==> src/rtl/btb_pc_predictor.sv <==
// Fetch PC select with a direct-mapped BTB and 2-bit counters, updated from the C stage.
// Optional `BTB_PERF_CNT_EN adds LookupCount / MispredictCount outputs.
module btb_pc_predictor #(
  parameter int BIT_COUNT   = 32,
  parameter int ENTRY_COUNT = 16,
  parameter int INDEX_BITS  = $clog2(ENTRY_COUNT)
) (
  input  logic                 clk,
  input  logic                 reset,
  input  logic [BIT_COUNT-1:0] PC_I,
  input  logic [BIT_COUNT-1:0] PCp4,
  input  logic                 Resolve_C,
  input  logic                 IsJump_C,
  input  logic                 Taken_C,
  input  logic [BIT_COUNT-1:0] ResolvePC_C,
  input  logic [BIT_COUNT-1:0] Target_C,
  input  logic                 PredTaken_C,
  input  logic [BIT_COUNT-1:0] PredTarget_C,
  input  logic                 Jump_R,
  input  logic                 PredTaken_R,
  input  logic [BIT_COUNT-1:0] PCpImm_R,
`ifdef BTB_PERF_CNT_EN
  output logic [31:0]          LookupCount,
  output logic [31:0]          MispredictCount,
`endif
  output logic                 Predict,
  output logic [BIT_COUNT-1:0] Prediction,
  output logic                 Mispredict_C,
  output logic [BIT_COUNT-1:0] PCNext
);

  localparam int TAG_W = BIT_COUNT - INDEX_BITS - 2;
  localparam logic [BIT_COUNT-1:0] LSB_CLR = ~BIT_COUNT'(1);

  logic [ENTRY_COUNT-1:0] r_valid;
  logic [ENTRY_COUNT-1:0] r_jmp;
  logic [TAG_W-1:0]       r_tag    [ENTRY_COUNT];
  logic [BIT_COUNT-1:0]   r_target [ENTRY_COUNT];
  logic [1:0]             r_ctr    [ENTRY_COUNT];

  logic [INDEX_BITS-1:0]  w_lidx, w_ridx;
  logic [TAG_W-1:0]       w_ltag, w_rtag;
  logic                   w_lhit, w_rhit;
  logic [BIT_COUNT-1:0]   w_resolve_p4;
  logic [BIT_COUNT-1:0]   w_sel;
  logic                   w_unused;

  assign w_lidx = PC_I[INDEX_BITS+1:2];
  assign w_ltag = PC_I[BIT_COUNT-1:INDEX_BITS+2];
  assign w_ridx = ResolvePC_C[INDEX_BITS+1:2];
  assign w_rtag = ResolvePC_C[BIT_COUNT-1:INDEX_BITS+2];
  assign w_unused = &{1'b0, PC_I[1:0]};

  assign w_lhit = r_valid[w_lidx] && (r_tag[w_lidx] == w_ltag);
  assign w_rhit = r_valid[w_ridx] && (r_tag[w_ridx] == w_rtag);

  // Lookup reads the array before this cycle's update lands (read-before-write).
  assign Predict    = w_lhit && (r_jmp[w_lidx] || r_ctr[w_lidx][1]);
  assign Prediction = Predict ? (r_target[w_lidx] & LSB_CLR) : '0;

  // Target bit0 is ignored when comparing predicted and actual targets.
  assign Mispredict_C = Resolve_C &&
                        ((PredTaken_C != Taken_C) ||
                         (Taken_C && (((PredTarget_C ^ Target_C) & LSB_CLR) != '0)));

  assign w_resolve_p4 = ResolvePC_C + BIT_COUNT'(4);

  always_comb begin
    w_sel = PCp4;
    if (Mispredict_C)
      w_sel = Taken_C ? Target_C : w_resolve_p4;
    else if (Jump_R && !PredTaken_R)
      w_sel = PCpImm_R;
    else if (Predict)
      w_sel = Prediction;
  end

  assign PCNext = w_sel & LSB_CLR;

  always_ff @(posedge clk or posedge reset) begin
    if (reset) begin
      r_valid <= '0;
      r_jmp   <= '0;
      for (int i = 0; i < ENTRY_COUNT; i++) begin
        r_tag[i]    <= '0;
        r_target[i] <= '0;
        r_ctr[i]    <= '0;
      end
    end else if (Resolve_C) begin
      if (w_rhit) begin
        if (Taken_C) begin
          if (r_ctr[w_ridx] != 2'b11)
            r_ctr[w_ridx] <= r_ctr[w_ridx] + 2'd1;
          r_target[w_ridx] <= Target_C;
          r_jmp[w_ridx]    <= IsJump_C;
        end else if (r_ctr[w_ridx] != 2'b00) begin
          r_ctr[w_ridx] <= r_ctr[w_ridx] - 2'd1;
        end
      end else if (Taken_C) begin
        // Allocation overwrites whatever aliased entry occupied the slot.
        r_valid[w_ridx]  <= 1'b1;
        r_tag[w_ridx]    <= w_rtag;
        r_target[w_ridx] <= Target_C;
        r_jmp[w_ridx]    <= IsJump_C;
        r_ctr[w_ridx]    <= IsJump_C ? 2'b11 : 2'b10;
      end
    end
  end

`ifdef BTB_PERF_CNT_EN
  logic [31:0] r_lookup_cnt, r_mispredict_cnt;

  always_ff @(posedge clk or posedge reset) begin
    if (reset) begin
      r_lookup_cnt     <= '0;
      r_mispredict_cnt <= '0;
    end else begin
      if (Resolve_C)    r_lookup_cnt     <= r_lookup_cnt + 32'd1;
      if (Mispredict_C) r_mispredict_cnt <= r_mispredict_cnt + 32'd1;
    end
  end

  assign LookupCount     = r_lookup_cnt;
  assign MispredictCount = r_mispredict_cnt;
`endif

endmodule
==> config.mk <==
export PLATFORM = sky130hd
export DESIGN_NAME = btb_pc_predictor
export DESIGN_NICKNAME = d
export VERILOG_FILES = /design/src/rtl/btb_pc_predictor.sv
export SDC_FILE = /design/constraint.sdc
export NUM_CORES = 2
export LEC_CHECK = 0
export CAP_MARGIN = 30
export CELL_PAD_IN_SITES_DETAIL_PLACEMENT = 1
export CELL_PAD_IN_SITES_GLOBAL_PLACEMENT = 1
export CORE_MARGIN = 2
export CORE_UTILIZATION = 46
export DETAILED_ROUTE_END_ITERATION = 8
export MAX_ROUTING_LAYER = met4
export PLACE_DENSITY_LB_ADDON = 0.08
export SLEW_MARGIN = 10
export SYNTH_ARGS = -nofsm -noshare
export SYNTH_HDL_FRONTEND = slang
export SYNTH_SLANG_ARGS = --single-unit
==> constraint.sdc <==
create_clock -name clk -period 33.3 [get_ports clk]
set_clock_uncertainty 0.15 [all_clocks]
set_input_delay 6.66 -clock clk [delete_from_list [all_inputs] [get_ports clk]]
set_output_delay 6.66 -clock clk [all_outputs]
set_load 0.005 [all_outputs]
# Word level (Yosys, flattened, before mapping)
# Cells that the tools add are included.
# word_totals
out_inout_bits	66
elab_cells	133
regBits	992
# op_classes
n_addsub	3
n_lt_le_gt_ge	6
muxes	46
n_bitwise	5
reduce_logical	18
n_eq_ne	5
# op_table
op	n
512-bit bitwise mux	1
416-bit bitwise mux	1
32-bit 2-to-1 mux	13
26-bit binary-select mux with 4-bit select	2
26-bit 2-to-1 mux	5
32-bit binary-select mux with 4-bit select	1
32-bit demux with 4-bit select	1
26-bit demux with 4-bit select	1
32-bit bitwise mux	3
26-bit == test	2
32-bit by 3-bit adder with 32-bit output (second input constant)	1
32-bit nonzero test	1
32-bit bitwise XOR	1
2-bit binary-select mux with 4-bit select	2
16-bit bitwise mux	1
16-bit bitwise OR	1
1-bit binary-select mux with 4-bit select	3
5-bit >= comparator (second input constant)	2
4-bit by 5-bit less-than comparator with 1-bit output (second input constant)	2
2-bit 2-to-1 mux	5
4-bit NOT with 5-bit output	2
2-bit demux with 4-bit select	1
1-bit logical AND	8
2-bit nonzero test	3
other kinds (15)	20

# Depth between registers and ports, before layout
# logic_depth
ltp_word	11
ltp_mapped	17

# Least setup slack after synthesis
# Ideal clock, no wire load.
# synth_path
kind	input to output
startpoint	input PC_I[2]
endpoint	output PCNext[5]
slack_ps	16347
required_ps	26490
cell_stages	12
arrival_ps	10143
path_buffers	7
path_cell_list	buf_2 buf_2 buf_2 buf_2 buf_2 buf_2 buf_1 mux4_2 mux4_2 nor2b_1 a21oi_1 o221ai_1
# synth_via
elab_chain_len	11
elab_cells_between_ends	22
classes_between	eq/ne: 1; mux: 17; bitwise: 1; reduce/logical: 3
# synth_rtl
element	line	text
from (decl)	10	input logic [BIT_COUNT-1:0] PC_I,
4-bit NOT with 5-bit output (not written as such)	54, 58, 59	
26-bit binary-select mux with 4-bit select	54	assign w_lhit = r_valid[w_lidx] && (r_tag[w_lidx] == w_ltag);
26-bit 2-to-1 mux (not written as such) (2 in series)	54	
26-bit == test	54	
1-bit logical AND	54	
1-bit logical AND	58	assign Predict = w_lhit && (r_jmp[w_lidx] || r_ctr[w_lidx][1]);
32-bit 2-to-1 mux *	59	assign Prediction = Predict ? (r_target[w_lidx] & LSB_CLR) : '0;
via Prediction[5]	27	output logic [BIT_COUNT-1:0] Prediction,
32-bit 2-to-1 mux *	74	else if (Predict)
32-bit 2-to-1 mux *	72	else if (Jump_R && !PredTaken_R)
32-bit 2-to-1 mux *	70	if (Mispredict_C)
to (decl)	29	output logic [BIT_COUNT-1:0] PCNext
# Mark *: on every way through the listed nets, which the timed path passes. The rest lies on a longest branch. The select of a mux whose other input is x is not followed.

# Final worst setup path
# layout_path
startpoint	input PC_I[2]
endpoint	output PCNext[31]
# layout_via
elab_chain_len	11
elab_cells_between_ends	22
classes_between	eq/ne: 1; mux: 17; bitwise: 1; reduce/logical: 3
# layout_rtl
element	line
4-bit NOT with 5-bit output (not written as such)	54, 58, 59
26-bit binary-select mux with 4-bit select	54
26-bit 2-to-1 mux (not written as such) (2 in series)	54
26-bit == test	54
1-bit logical AND	54
1-bit logical AND	58
32-bit 2-to-1 mux	59
32-bit 2-to-1 mux *	74
32-bit 2-to-1 mux *	72
32-bit 2-to-1 mux *	70
# Mark *: on every way between the ends. The rest lies on a longest branch, timed or not. The select of a mux whose other input is x is not followed.

==> metrics.md <==
| Metric | Value |
|---|---|
| Critical Path Start Type | input port |
| Worst slack, placed | 13.72 ns |
| Clk sink count | 976 |
| Global Route met1 Usage | 42.7% |
| Pins Over Slew Limit | 0 |
| Combinational power share | 20.8% |
| Hold Vio Cnt, Final | 0 |
| Area grow syn2layout | 15.5% |
| Switching Share | 27.7% |
| Hold WC Path Type | flip-flop to flip-flop |
| Clock Power Share | 35.0% |
| Critical Path RT | 26.49 ns |
| Crit end category | primary output |
| Placed Area | 0.0550 mm^2 |
| Slew headroom | 22.6% |
| RePlAce Congestion | 0.895 |
| Hold Slack | 0.340 ns |
| Die height | 337 um |
| GR Util met3 | 4.27% |
| Slowest-stage cell, CP | nor4_1 |
| Cts repair resizes | 0 |
| Share of layout cells above drive strength 1 | 44.5% |
| Number of synthesized flops with an enable pin | 0 |
| YS warnings | 0 |
| Peak supply drop | 41.3 uV |
| Max FO, Critical Path | 95 |
| Sequential Power Share | 44.2% |
| Root Driver | clkbuf_16 |
| Hold-fix buffers, CTS | 0 |
| Setup Total Neg Slack | 0 ns |
| Tot GR Track Use | 32.5% |
| Starting Density | 46.2% |
| Dpl cells | 5044 |
| Total CTS buffers | 109 |
| GR Overflow Total | 0 |
| Fillers | 10400 |
| Status | finished, final reports clean |
| Synthesized area per cell | 14.4 um^2 |
| WS Path Type | input port to primary output |
| Most frequent cell after synthesis | dfrtp_1 |
| Cell Area, Synth | 0.0510 mm^2 |
| NetSw | 984 uW |
| Leak pwr | 25.2 nW |
| Synth Flop Type | dfrtp_1 |
| Total power | 3.56 mW |
| Core outline area | 0.110 mm^2 |
| GR Layer Usage met2 | 52.9% |
| Seq/Total Area, Yosys | 47.9% |
| CP arrival | 12.86 ns |
| Die X-Extent | 337 um |
| DR pass1 iterations | 5 |
| Worst path cell trace | buf_8 -> buf_12 -> mux4_2 -> mux4_2 -> xor2_1 -> nor4_1 -> nand4_1 -> a21oi_1 -> nand4_1 -> buf_4 -> nor2b_1 -> a21oi_1 -> o221ai_1 -> clkdlybuf4s50_1 |
| Post-synth top area share | 47.9% |
| Fraction of registers with async set/reset | 100% |
| Largest net degree at the start of global routing | 175 |
| CP peak stage delay | 0.96 ns |
| RSZ-0062 raised after global routing | no |
| Final #Nets | 3877 |
| First-pass GRT wire length | 259 mm |
| Clock buffer depth | 3 |
| Routed wire length per instance | 33.7 um |
| WL final | 177 mm |
| Maximum capacitance violations | 0 |
| Port-buffer cells | 256 |
| Via/cell ratio | 6.32 |
| Commonest cells in the netlist | dfrtp_1, mux2_2, mux4_2, clkbuf_1, nand2_1 |
| Fin worst setup slack | 13.63 ns |
| CTS tree | yes |
| Setup violators final | 0 |
| Yosys top cell by area | dfrtp_1 |
| Worst-path clk slew | 0.06 ns |
| Cell area after layout | 0.0589 mm^2 |
| Pwr dens | 60.4 mW/mm^2 |
| Vias in the first global route | 37000 |
| Final core occ | 53.4% |
| H-tree depth | 3 |
| Max frequency | 50.8 MHz |
| Setup Fix Bufs, Post-CTS | 0 |
| DRC Markers | 0 |
| Post-synthesis instance total | 3539 |
| Slew @ Worst Pin | 1.15 ns |
| Post-DP HPWL | 110 mm |
| Initial antenna violation count | 13 |
| Fin crit period | 19.67 ns |
| Synthesized flop and latch total | 976 |
| Synth cell types | 78 |
| Fin crit share | 59.1% |
| Routed Antenna Nets | 0 |
| DRT iter0 DRCs | 2622 |
| Internal | 2.57 mW |
| Top post-synthesis cells by area | dfrtp_1, mux2_2, mux4_2 |
| Clk_lat worst skew | 0.72 ns |
| Via count | 33200 |
| Top Usage Layer GRT | met2 |
| Die area | 0.114 mm^2 |
| # rows | 122 |
| Finished Layout Cells | 5256 |
| I/O pin count | 266 |
-- flip-flops by register name (all words and copies together) (netlist names) --
signal and cells:
r_target 496, r_tag 416, r_ctr 32, r_jmp 16, r_valid 16
-- critical path, delay by kind of cell --
kind,cells,cell delay [ns]
compound gates,3,0.71
xor+xnor,1,0.18
buf+inv,4,2.16
simple gates,4,1.68
mux,2,1.19
-- power groups by stage --
stage | clock (mW) | combinational, mW | sequential [mW]
2_1_floorplan | 0 | 0.531 | 1.53
3_3_place_gp | 0 | 0.708 | 1.55
3_5_place_dp | 0 | 0.736 | 1.59
4_1_cts | 1.27 | 0.741 | 1.57
5_1_grt | 1.32 | 0.785 | 1.60
6_report | 1.25 | 0.738 | 1.57
-- worst paths after layout --
path,from,end,slack [ns],cells past startpoint
setup / recovery,PC_I[2],PCNext[31],13.63,14
setup reg to reg,r_tag[263],r_ctr[3],27.98,11
hold / removal,r_valid[10],r_valid[10],0.34,1
max in group asynchronous,reset,r_target[418],22.27,8
hold reg to reg,r_valid[10],r_valid[10],0.34,1
min in group asynchronous,reset,r_ctr[22],6.35,2
-- cell families after synthesis --
kind of cell / Yosys count / synth area share [%]
AOI/OAI and AO/OA: 271 / 3.79
xor gates and xnor gates: 116 / 2.01
adders and majority gates: 6 / 0.147
buffers and inverters: 386 / 3.20
DFF: 976 / 47.9
muxes: 1439 / 39.5
other: 1 / 0.00736
and+or+nand+nor: 344 / 3.43
-- area by class of cell --
cell class	instances	area [um^2]	area share, %
Multi-Input combinational cell	2178	25100	42.7
Sequential cell	976	24400	41.5
Timing Repair Buffer	370	3600	6.11
Clock buffer	162	3190	5.41
Tap cell	1488	1860	3.16
Clock inverter	39	547	0.928
Inverter	36	139	0.236
Antenna cell	7	17.5	0.0297
-- layer usage --
layer	part of all wire [%]	up-vias
met5	0	-
met4	2.9	0
met3	5.5	265
met2	49	1064
met1	42	18300
li1	-	13600
-- cell usage in the layout (no fill, tap or decap), types with 33 or more instances in the layout --
cell type and n:
mux4_2 357, nor2b_1 39, nor2_1 36, mux2_2 949, inv_1 33, dfrtp_1 976
buf_4 105, xnor2_1 88, a21oi_1 48, clkbuf_16 110, o21ai_0 54, clkdlybuf4s50_1 247
mux2i_1 113, nand2_1 110
No activity file was read; power rests on OpenSTA's default activity.
